===== config.mk =====
export PLATFORM = sky130hd
export DESIGN_NAME = mm_ctrl
export DESIGN_NICKNAME = d
export VERILOG_FILES = /design/src/rtl/mm_pkg.sv /design/src/rtl/mm_idx_cnt.sv /design/src/rtl/mm_ctrl.sv
export SDC_FILE = /design/constraint.sdc
export NUM_CORES = 1
export LEC_CHECK = 0
export BUFFER_PORTS_ARGS = -buffer_cell sky130_fd_sc_hd__buf_2
export CAP_MARGIN = 40
export CORE_MARGIN = 2
export CORE_UTILIZATION = 50
export DETAILED_ROUTE_END_ITERATION = 8
export PLACE_DENSITY = 0.76
export SLEW_MARGIN = 20
export SYNTH_ARGS = -nofsm -noshare
export SYNTH_HDL_FRONTEND = slang
export SYNTH_SLANG_ARGS = --single-unit

===== constraint.sdc =====
create_clock -name clk -period 3.5 [get_ports clk]
set_clock_uncertainty 0.05 [all_clocks]
set_input_delay 0.35 -clock clk [delete_from_list [all_inputs] [get_ports clk]]
set_output_delay 0.35 -clock clk [all_outputs]
set_load 0.02 [all_outputs]

===== src/rtl/mm_pkg.sv =====
// Shared constants, part codes and state encoding for the matrix-multiply controller.
package mm_pkg;

    localparam int unsigned N          = 4;
    localparam int unsigned B_BASE     = 16;
    localparam int unsigned LOAD_BEATS = 32;
    localparam int unsigned PARTS      = 3;

    localparam logic [1:0] PART_LO  = 2'b00;
    localparam logic [1:0] PART_MID = 2'b01;
    localparam logic [1:0] PART_HI  = 2'b10;

    typedef enum logic [3:0] {
        S_IDLE,
        S_LOAD,
        S_CLR,
        S_RDA,
        S_RDB,
        S_ACC,
        S_STORE,
        S_OUT,
        S_DONE
    } state_t;

endpackage


===== src/rtl/mm_idx_cnt.sv =====
// Cascaded k/j/i index counter: k steps inside a dot product, j/i step per result element.
module mm_idx_cnt #(
    parameter int unsigned N = 4,
    parameter int unsigned W = 2
) (
    input  logic         clk,
    input  logic         rst,
    input  logic         i_clr,
    input  logic         i_inc_k,
    input  logic         i_inc_ij,
    output logic [W-1:0] o_i,
    output logic [W-1:0] o_j,
    output logic [W-1:0] o_k,
    output logic         o_k_last,
    output logic         o_ij_last
);

    logic [W-1:0] r_i;
    logic [W-1:0] r_j;
    logic [W-1:0] r_k;

    // Advancing (i,j) restarts k; (N-1,N-1) wraps back to (0,0).
    always_ff @(posedge clk or posedge rst) begin
        if (rst) begin
            r_i <= '0;
            r_j <= '0;
            r_k <= '0;
        end else if (i_clr) begin
            r_i <= '0;
            r_j <= '0;
            r_k <= '0;
        end else if (i_inc_ij) begin
            r_k <= '0;
            if (r_j == W'(N - 1)) begin
                r_j <= '0;
                r_i <= (r_i == W'(N - 1)) ? '0 : r_i + W'(1);
            end else begin
                r_j <= r_j + W'(1);
            end
        end else if (i_inc_k) begin
            r_k <= r_k + W'(1);
        end
    end

    assign o_i       = r_i;
    assign o_j       = r_j;
    assign o_k       = r_k;
    assign o_k_last  = (r_k == W'(N - 1));
    assign o_ij_last = (r_i == W'(N - 1)) && (r_j == W'(N - 1));

endmodule


===== src/rtl/mm_ctrl.sv =====
// Sequencer for the 4x4 matrix-multiply datapath: operand load, multiply-accumulate, byte-wise result stream.
module mm_ctrl #(
    parameter int unsigned N      = 4,
    parameter int unsigned ADDR_W = 5
) (
    input  logic              clk,
    input  logic              rst,
    input  logic              start,
    input  logic              in_valid,
    output logic              in_ready,
    input  logic              out_ready,
    output logic              out_valid,
    output logic              busy,
    output logic              done,
    output logic              memin_read,
    output logic              memin_write,
    output logic              memout_read,
    output logic              memout_write,
    output logic              Reswrite,
    output logic              Awrite,
    output logic              Bwrite,
    output logic              clearRes,
    output logic [ADDR_W-1:0] addr,
    output logic [ADDR_W-1:0] memout_addr,
    output logic [1:0]        part
);

    import mm_pkg::*;

    localparam int unsigned IDX_W = (N > 1) ? $clog2(N) : 1;

    state_t              r_state;
    state_t              w_next;
    logic [ADDR_W-1:0]   r_load_cnt;
    logic [1:0]          r_part;
    logic                w_cnt_clr;
    logic                w_load_inc;
    logic                w_part_adv;
    logic                w_inc_k;
    logic                w_inc_ij;
    logic                w_k_last;
    logic                w_ij_last;
    logic [IDX_W-1:0]    w_i;
    logic [IDX_W-1:0]    w_j;
    logic [IDX_W-1:0]    w_k;
    logic [ADDR_W-1:0]   w_a_addr;
    logic [ADDR_W-1:0]   w_b_addr;
    logic [ADDR_W-1:0]   w_c_addr;

    mm_idx_cnt #(.N(N), .W(IDX_W)) u_idx (
        .clk       (clk),
        .rst       (rst),
        .i_clr     (w_cnt_clr),
        .i_inc_k   (w_inc_k),
        .i_inc_ij  (w_inc_ij),
        .o_i       (w_i),
        .o_j       (w_j),
        .o_k       (w_k),
        .o_k_last  (w_k_last),
        .o_ij_last (w_ij_last)
    );

    // The (i,j) pair doubles as the result index during the output stream.
    assign w_a_addr = ADDR_W'(32'(w_i) * N + 32'(w_k));
    assign w_b_addr = ADDR_W'(B_BASE + 32'(w_k) * N + 32'(w_j));
    assign w_c_addr = ADDR_W'(32'(w_i) * N + 32'(w_j));

    always_ff @(posedge clk or posedge rst) begin
        if (rst) begin
            r_state    <= S_IDLE;
            r_load_cnt <= '0;
            r_part     <= PART_LO;
        end else begin
            r_state <= w_next;
            if (w_cnt_clr) begin
                r_load_cnt <= '0;
            end else if (w_load_inc) begin
                r_load_cnt <= r_load_cnt + ADDR_W'(1);
            end
            if (w_cnt_clr) begin
                r_part <= PART_LO;
            end else if (w_part_adv) begin
                case (r_part)
                    PART_LO:  r_part <= PART_MID;
                    PART_MID: r_part <= PART_HI;
                    default:  r_part <= PART_LO;
                endcase
            end
        end
    end

    always_comb begin
        w_next       = r_state;
        w_cnt_clr    = 1'b0;
        w_load_inc   = 1'b0;
        w_part_adv   = 1'b0;
        w_inc_k      = 1'b0;
        w_inc_ij     = 1'b0;
        in_ready     = 1'b0;
        out_valid    = 1'b0;
        busy         = (r_state != S_IDLE);
        done         = 1'b0;
        memin_read   = 1'b0;
        memin_write  = 1'b0;
        memout_read  = 1'b0;
        memout_write = 1'b0;
        Reswrite     = 1'b0;
        Awrite       = 1'b0;
        Bwrite       = 1'b0;
        clearRes     = 1'b0;
        addr         = '0;
        memout_addr  = '0;
        part         = PART_LO;

        case (r_state)
            S_IDLE: begin
                if (start) begin
                    w_cnt_clr = 1'b1;
                    w_next    = S_LOAD;
                end
            end
            S_LOAD: begin
                in_ready    = 1'b1;
                addr        = r_load_cnt;
                memin_write = in_valid;
                if (in_valid) begin
                    w_load_inc = 1'b1;
                    if (r_load_cnt == ADDR_W'(LOAD_BEATS - 1)) begin
                        w_next = S_CLR;
                    end
                end
            end
            S_CLR: begin
                clearRes = 1'b1;
                w_next   = S_RDA;
            end
            S_RDA: begin
                addr       = w_a_addr;
                memin_read = 1'b1;
                Awrite     = 1'b1;
                w_next     = S_RDB;
            end
            S_RDB: begin
                addr       = w_b_addr;
                memin_read = 1'b1;
                Bwrite     = 1'b1;
                w_next     = S_ACC;
            end
            S_ACC: begin
                Reswrite = 1'b1;
                if (w_k_last) begin
                    w_next = S_STORE;
                end else begin
                    w_inc_k = 1'b1;
                    w_next  = S_RDA;
                end
            end
            S_STORE: begin
                memout_addr  = w_c_addr;
                memout_write = 1'b1;
                w_inc_ij     = 1'b1;
                w_next       = w_ij_last ? S_OUT : S_CLR;
            end
            S_OUT: begin
                memout_read = 1'b1;
                out_valid   = 1'b1;
                memout_addr = w_c_addr;
                part        = r_part;
                if (out_ready) begin
                    w_part_adv = 1'b1;
                    if (r_part == PART_HI) begin
                        w_inc_ij = 1'b1;
                        if (w_ij_last) begin
                            w_next = S_DONE;
                        end
                    end
                end
            end
            S_DONE: begin
                done   = 1'b1;
                w_next = S_IDLE;
            end
            default: begin
                w_next = S_IDLE;
            end
        endcase
    end

endmodule


==> Word-level counts from Yosys, hierarchy flattened <==
Index checks and enable logic that the tools add are counted.
{ "word_totals": {"regBits": 17, "inputBits": 5, "wordCells": 95} }
{ "classes": {"add_sub_neg": 8, "eq_ne": 20, "mux": 48, "n_reduce_logical": 13} }
{ "ops": {"columns": ["cell", "count"], "rows": [
  ["$pmux W4 S8", 1],
  ["$mux W2", 13],
  ["$mux W4", 6],
  ["$mux W1", 20],
  ["$eq A4 B3 Y1 const B", 4],
  ["$mux W5", 3],
  ["$pmux W5 S3", 1],
  ["$ne A2 B2 Y1 const B", 6],
  ["$add A4 B2 Y5", 2],
  ["$eq A2 B2 Y1 const B", 4],
  ["$eq A4 B2 Y1 const B", 2],
  ["$reduce_bool A2 Y1", 4],
  ["$add A2 B1 Y2 const B", 3],
  ["$mux W3", 2],
  ["$reduce_and A6 Y1", 1],
  ["$add A5 B1 Y5 const B", 1],
  ["$add A5 B2 Y5", 1],
  ["$add A5 B4 Y5 const A", 1],
  ["$eq A5 B5 Y1 const B", 1],
  ["$eq A4 B1 Y1 const B", 1],
  ["$eq A4 B4 Y1 const B", 1],
  ["$logic_not A4 Y1", 1],
  ["$pmux W2 S2", 1],
  ["$reduce_bool A4 Y1", 1],
  ["other kinds (7)", 8]
]} }

==> Logic depth before layout (Yosys ltp) <==
Gate-level depths: netlist of the first run.
{ "logic_depth": {"word_depth": 6, "depth_mapped": 7, "mapped_depth_nobuf": 7} }

==> By module <==
Synthesis of the first run repeated with hierarchy kept, for this count alone.
{ "hier_totals": {"hier_cells": 135, "area_unflattened_um2": 1182.4} }
{ "by_module_without_submodules": {"columns": ["mod", "n_inst", "cells_per_inst", "area_each_um2"], "rows": [
  ["mm_ctrl", 1, 107, 865.8],
  ["mm_idx_cnt", 1, 28, 316.6]
]} }

==> Worst setup path before layout of the first run <==
No wires, ideal clock.
{ "synth_path": {"path_type": "reg-to-output", "start": "reg r_state[0]", "end": "out addr[0]", "arrival_ps": 1732, "required_time_ps": 3100, "path_slack_ps": 1368, "path_stages_with_launch": 5, "path_cell_list": "dfrtp_1 -> clkbuf_1 -> nor4b_2 -> a22oi_1 -> nand2_1"} }
{ "synth_via": {"elab_chain_cells": 2, "elab_cells_between_ends": 4, "classes_between": "eq/ne (3); mux (1)"} }
{ "synth_rtl": {"columns": ["item", "line_no", "source"], "rows": [
  ["from (decl)", "mm_ctrl.sv:32", "state_t r_state;"],
  ["from (signal assigned)", "mm_ctrl.sv:74", "r_state <= w_next;"],
  ["$eq A4 B3 Y1, or another cell as far along", "mm_ctrl.sv:115", "case (r_state)"],
  ["$pmux W5 S3 (*)", "mm_ctrl.sv:115", null],
  ["to (decl)", "mm_ctrl.sv:23", "output logic [ADDR_W-1:0] addr,"]
]} }
Every way passes the cells marked *; elsewhere a longest branch is shown, timed or not.

==> Final worst setup path of the first run <==
{ "layout_path": {"start": "reg r_state[0]", "end": "out memin_write"} }
{ "layout_via": {"elab_chain_cells": 2} }
{ "layout_rtl": {"columns": ["item", "line_no", "source"], "rows": [
  ["$eq A4 B1 Y1", "mm_ctrl.sv:115", null],
  ["$mux W1", "mm_ctrl.sv:115", null],
  ["to (decl)", "mm_ctrl.sv:16", "output logic memin_write,"]
]} }
Every way passes these cells.

==> out/results.tsv, run 1 <==
stage	metric	value	unit
pwr	power.density	740.5	nW/um2
cells_and_area	syn_to_final_growth	12.02	%
cells_and_area	diodes	0	
clocking	clk_path_buf_depth	2	
timing	rsz0062_at_grt	false	
place	place_congestion	0.8535	
die	core	2212	um2
clocking	cts_buffers	3	
grt	grt_first_pass_wirelength	4043	um
timing	fmax	414.0	MHz
routing	routed_wl	2503	um
status	status	complete, no violations	
die	initial_utilization	0.5317	
timing	setup_ws	1.084	ns
cells_and_area	nets	160	
grt	grt_pass1_vias	873	
routing	vias	992	
critical_path	crit_path_end_kind	output port	
timing	setup_viol	0	
place	io_buffers	27	
routing	wl_per_cell	14.14	um
clocking	cts_setup_buffers	0	
job	cap_violations	0	
critical_path	cp_max_fo	16	
timing	slew_viol_final	0	
place	dpl.cell_count	173	
cells_and_area	ff_latch_area	425.4	um2
cells_and_area	nFillCells	215	
routing	drtIter0Drc	25	
yosys	ys.flop_type	dfrtp_1	
pwr	power.leakage	0.6848	nW
die	num_rows	17	
timing	fin_crit	2.416	ns
timing	tightest_slew	0.6804	ns
routing	firstDrtPassIters	4	
cells_and_area	multi_input_area	679.4	um2
clocking	cts_hold_buf	0	
min_path	hp-class	in2async	
routing	ant_nets	0	
grt	grt_usage	0.2016	
die	io_pins	29	
grt	grt_max_degree	18	
pwr	ir_worst_vdd	0.3711	mV
timing	setup_tns	0	ns
yosys	async_flop_share	1.000	
die	die_h	52.50	um
die	dieArea	2756	um2
cells_and_area	drive_gt1_frac	0.2819	
critical_path	required	3.10	ns
routing	drc	0	
cells_and_area	fin_cells	177	
yosys	synth_edf_count	0	
place	dp_worst_setup_slack	1.422	ns
critical_path	path_class	reg2out	
timing	maxSlewHeadroom	0.5459	
place	hpwl	1839	um
clocking	cts-resized-gates	0	
timing	hold_viol_final	0	
critical_path	worstPathArrival	2.02	ns
routing	viasPerCell	5.605	
yosys	ys_warn_count	0	
clocking	ctsHtreeMaxLevel	1	
yosys	ys_types	42	
grt	antenna_found_initial	0	
yosys	syn_avg_cell_area	9.334	um2
timing	finalCritPeriodShare	0.6902	
critical_path	start_kind	flip-flop	
clocking	root_buffer	clkbuf_4	
yosys	synth_area	1176	um2
yosys	yosys_register_bits	17	
clocking	cts_tree	yes	
yosys	synth.net_count	136	
yosys	postSynthCellCount	126	
yosys	synth-seq-area-share	0.3617	
clocking	clkTransAtPathRegs	0.10	ns
die	die_w	52.50	um
clocking	insertion_delay	0.30	ns
clocking	clkSinkCount	17	
grt	grt_overflow	0	
critical path, cell delays in order, from the launching register on:
cell	delay, ns
dfrtp_1	0.66
nor4b_4	0.56
and2_1	0.30
buf_2	0.20
where the power goes:
part	total [mW]	switching (mW)	internal, mW
logic	0.488	0.281	0.207
clock network	0.109	0.0665	0.0426
registers	0.379	0.124	0.255
total	0.976	0.471	0.505
cell usage in the layout (no fill, tap or decap), types with 3 or more instances in the layout:
cell type  count
buf_2         27
nand2_1       17
dfrtp_1       17
nor2_1        11
and2_1         7
a22oi_1        5
ha_1           5
inv_1          4
mux2i_1        4
nor3_1         3
nand3_1        3
a21o_1         3
clkbuf_4       3
registers in the layout (all words and copies together) (netlist names):
register,count
r_load_cnt,5
r_state,4
r_part,2
u_idx.o_i,2
u_idx.o_j,2
u_idx.o_k,2
cell type report:
class	count	area share
multi-input cells	97	0.5157
flip-flops and latches	17	0.3229
repair buffers	27	0.1026
well taps	28	0.02659
clock buffers	3	0.01709
inverters	4	0.01140
clock inverters	1	0.003799
metrics by stage:
stage                     hold slack [ns]  area, um2    util  power, mW
after floorplan                    0.2261       1176       -     0.7650
after global placement             0.4218       1290  0.5831     0.8559
after detailed placement           0.4357       1290  0.5831     0.8699
after CTS                          0.1011       1318  0.5956     0.9804
after global routing               0.1356       1318  0.5956      1.059
final                             0.08000       1318  0.5956     0.9757
cell families after synthesis:
family          count (synthesis)  synth area share
other cells                     1          0.003188
compound gates                 21            0.1351
flops                          17            0.3617
fa+ha+maj                       5           0.05319
xor+xnor                        4           0.02979
buf+inv                        12           0.06064
simple gates                   60            0.3032
mux                             6           0.05319
worst paths after layout:
| check | endpoint | startpoint | cells past startpoint | slack [ns] |
|---|---|---|---|---|
| worst max-delay path | memin_write | r_state[0]$_DFFE_PP0P_ | 3 | 1.08 |
| worst max register to register | r_state[0]$_DFFE_PP0P_ | r_state[0]$_DFFE_PP0P_ | 4 | 1.51 |
| worst min-delay path | u_idx.o_k[1]$_DFFE_PP0P_ | rst | 2 | 0.08 |
| max in group asynchronous | r_part[0]$_DFFE_PP0P_ | rst | 2 | 2.88 |
| min in group clk | r_part[1]$_DFFE_PP0P_ | out_ready | 4 | 0.31 |
| worst min register to register | r_load_cnt[4]$_DFFE_PP0P_ | r_load_cnt[4]$_DFFE_PP0P_ | 1 | 0.52 |
cells in the mapped netlist, types with 3 or more instances:
master | instances | area (um2)
nor3_1 | 3 | 15.01
inv_1 | 4 | 15.01
ha_1 | 5 | 62.56
a22oi_1 | 5 | 37.54
a21o_1 | 3 | 22.52
mux2i_1 | 4 | 40.04
and2_1 | 7 | 43.79
nor2_1 | 11 | 41.29
nand2_1 | 17 | 63.81
dfrtp_1 | 17 | 425.4
buf_4 | 5 | 37.54
nand3_1 | 3 | 15.01
per-layer routing:
layer  track usage  up-vias  share of wire
met2        0.3104       22           0.47
met5             0        -              0
met3       0.03429        3          0.036
li1              -      490              -
met1        0.2860      477           0.48
met4       0.06410        0          0.011
Note: power is estimated with default switching activity, not from simulation.
==> inputs of run 2 (changes only) <==
Settings changed: CORE_UTILIZATION 50 to 47, PLACE_DENSITY 0.76 to 0.75.
Clock period 3.5 ns to 1.97 ns, I/O delays scaled along.
==> run 2 against run 1 <==
Power is 120% higher. Critical path depth is 3 higher. Combinational power grew to 2.7 times the previous value. Hold slack better by 0.091 ns. Largest power group unchanged. Largest cell class unchanged. Setup slack worse by 1.1 ns. The run now ends with negative setup slack left. First-iteration DRC count is 36% higher. Highest routed layer unchanged. Global-route usage is 1.2 points higher. Core utilization is 5.5 points higher.
==> out/results.tsv, run 2 (synthesis results as in run 1) <==
stage	metric	value	unit	change
routing	routed_wl	2984	um	was 2503 um
routing	drc	0		unchanged
place	dp_worst_setup_slack	0.1729	ns	was 1.422 ns
timing	fin_crit	1.973	ns	
cells_and_area	syn_to_final_growth	34.57	%	was 12.02%
critical_path	start_kind	flip-flop		unchanged
critical_path	worstPathArrival	1.73	ns	was 2.02 ns
routing	viasPerCell	5.596		was 5.605
place	io_buffers	27		unchanged
timing	hold_viol_final	0		unchanged
cells_and_area	nFillCells	202		was 215
cells_and_area	top_register	r_load_cnt		unchanged
die	dieArea	2919	um2	was 2756 um2
cells_and_area	largest_reg_flops	5		unchanged
timing	setup_ws	-0.002899	ns	was 1.084 ns
status	violations	negative setup slack		
timing	maxSlewHeadroom	0.5681		was 0.5459
clocking	insertion_delay	0.29	ns	was 0.30 ns
critical_path	slowest_delay	0.44	ns	was 0.66 ns
timing	slew_viol_final	0		unchanged
critical_path	path_class	reg2out		unchanged
cells_and_area	diodes	0		unchanged
routing	vias	1108		was 992
grt	antenna_found_initial	0		unchanged
pwr	power.density	1362	nW/um2	was 740.5 nW/um2
clocking	clkTransAtPathRegs	0.10	ns	about the same
die	die_h	54.03	um	was 52.50 um
place	place_congestion	0.8490		was 0.8535
clocking	ctsHtreeMaxLevel	1		unchanged
timing	fmax	506.9	MHz	
critical_path	worstRegToRegCells	5		was 4
status	status	finished, violations left		was complete, no violations
grt	grt_usage	0.2137		was 0.2016
clocking	clk_path_buf_depth	2		unchanged
critical_path	slowest_stage	dfrtp_1		unchanged
clocking	cts_buffers	3		unchanged
routing	wl_per_cell	15.07	um	was 14.14 um
die	core	2432	um2	was 2212 um2
die	num_rows	18		was 17
critical_path	required	1.72	ns	was 3.10 ns
cells_and_area	nets	179		was 160
pwr	power.leakage	0.7953	nW	was 0.6848 nW
critical_path	critPathMostFrequentCell	buf_6		
grt	grt_pass1_vias	1074		was 873
timing	tightest_slew	0.6471	ns	was 0.6804 ns
clocking	clkSinkCount	17		unchanged
min_path	min_from	out_ready		
grt	grt_max_degree	18		unchanged
clocking	cts_tree	yes		unchanged
critical_path	cp_max_fo	7		was 16
die	initial_utilization	0.4835		was 0.5317
pwr	fin_total_pwr	2.156	mW	was 975.7 uW
clocking	root_buffer	clkbuf_4		unchanged
critical_path	worstReg2RegStart	u_idx.o_j[0]$_DFFE_PP0P_		was r_state[0]$_DFFE_PP0P_
min_path	hp-class	in2reg		was in2async
cells_and_area	top_regs	r_load_cnt (5), r_state (4)		unchanged
timing	rsz0062_at_grt	true		was false
place	hpwl	2093	um	was 1839 um
critical_path	crit_chain	buf_6 > nor2b_4 > nor3b_4 > a22oi_1 > nand2_2 > buf_6		was nor4b_4 > and2_1 > buf_2
timing	finalCritPeriodShare	1.001		
min_path	min_delay_path_depth	4		
routing	firstDrtPassIters	4		unchanged
die	die_w	54.03	um	was 52.50 um
job	cap_violations	0		unchanged
routing	drtIter0Drc	34		was 25
pwr	ir_worst_vdd	0.8559	mV	was 0.3711 mV
die	io_pins	29		unchanged
critical_path	startpoint	r_state[2]$_DFFE_PP0P_		was r_state[0]$_DFFE_PP0P_
routing	ant_nets	0		unchanged
grt	grt_first_pass_wirelength	4478	um	was 4043 um
cells_and_area	utilization	0.6507		was 0.5956
cells_and_area	drive_gt1_frac	0.4464		was 0.2819
cells_and_area	layout_common_cells	21 x buf_2, 14 x buf_4, 14 x dfrtp_1		was 27 x buf_2, 17 x nand2_1, 17 x dfrtp_1
timing	setup_viol	1		was 0
grt	grt_overflow	0		unchanged
critical_path	crit_path_end_kind	output port		unchanged
cells_and_area	final_common_cell	buf_2		unchanged
==> run 2: layout make-up <==
cell class,instances,area [um2],area share
Sequential cell,17,429.2,0.2711
Inverter,4,15.01,0.009486
Tap cell,30,37.54,0.02372
Multi-Input combinational cell,97,742.0,0.4688
Timing Repair Buffer,46,332.8,0.2103
Clock buffer,4,26.28,0.01660
==> run 2: timing repair <==
item,CTS,global route
resized for setup,5,31
hold buffers,1,0
gates cloned,0,0
hold endpoints to repair,17,0
pin swaps,2,9
endpoints found under the setup margin,11,11
setup buffers,5,4
==> run 2: report_power, final <==
group | internal, mW | switching, mW
clock network | 0.0787 | 0.111
logic | 0.648 | 0.696
registers | 0.461 | 0.163
==> run 2: worst paths after layout <==
check / to / slack [ns]
min in group asynchronous: r_state[2]$_DFFE_PP0P_ / 0.47
max in group asynchronous: r_state[0]$_DFFE_PP0P_ / 0.94
worst min-delay path: r_part[1]$_DFFE_PP0P_ / 0.17
worst max register to register: r_state[0]$_DFFE_PP0P_ / 0.15
worst min register to register: r_load_cnt[4]$_DFFE_PP0P_ / 0.52
worst max-delay path: addr[3] / -0.003
==> run 2: critical path, delay by kind of cell, from the launching register on <==
kind            cells  cell delay [ns]
flops               1             0.44
simple gates        3             0.56
compound gates      1             0.17
buf+inv             2             0.27
==> run 2: metal layers <==
| metal | vias up | share of wire | global-route usage |
|---|---|---|---|
| met2 | 42 | 0.50 | 0.3435 |
| met1 | 526 | 0.41 | 0.2634 |
| met5 | - | 0 | 0 |
| met3 | 11 | 0.058 | 0.03889 |
| met4 | 0 | 0.025 | 0.1333 |
| li1 | 529 | - | - |
==> run 2: metrics by stage <==
stage	cells	hold WS, ns	cell area, um2	TNS, ns
floorplan	126	0.07307	1185	0
detailed placement	184	0.2746	1369	0
finish	198	0.1705	1583	-0.002899
global route	198	0.1774	1583	-0.3768
CTS	194	0.1698	1455	0
global placement	184	0.2670	1369	0
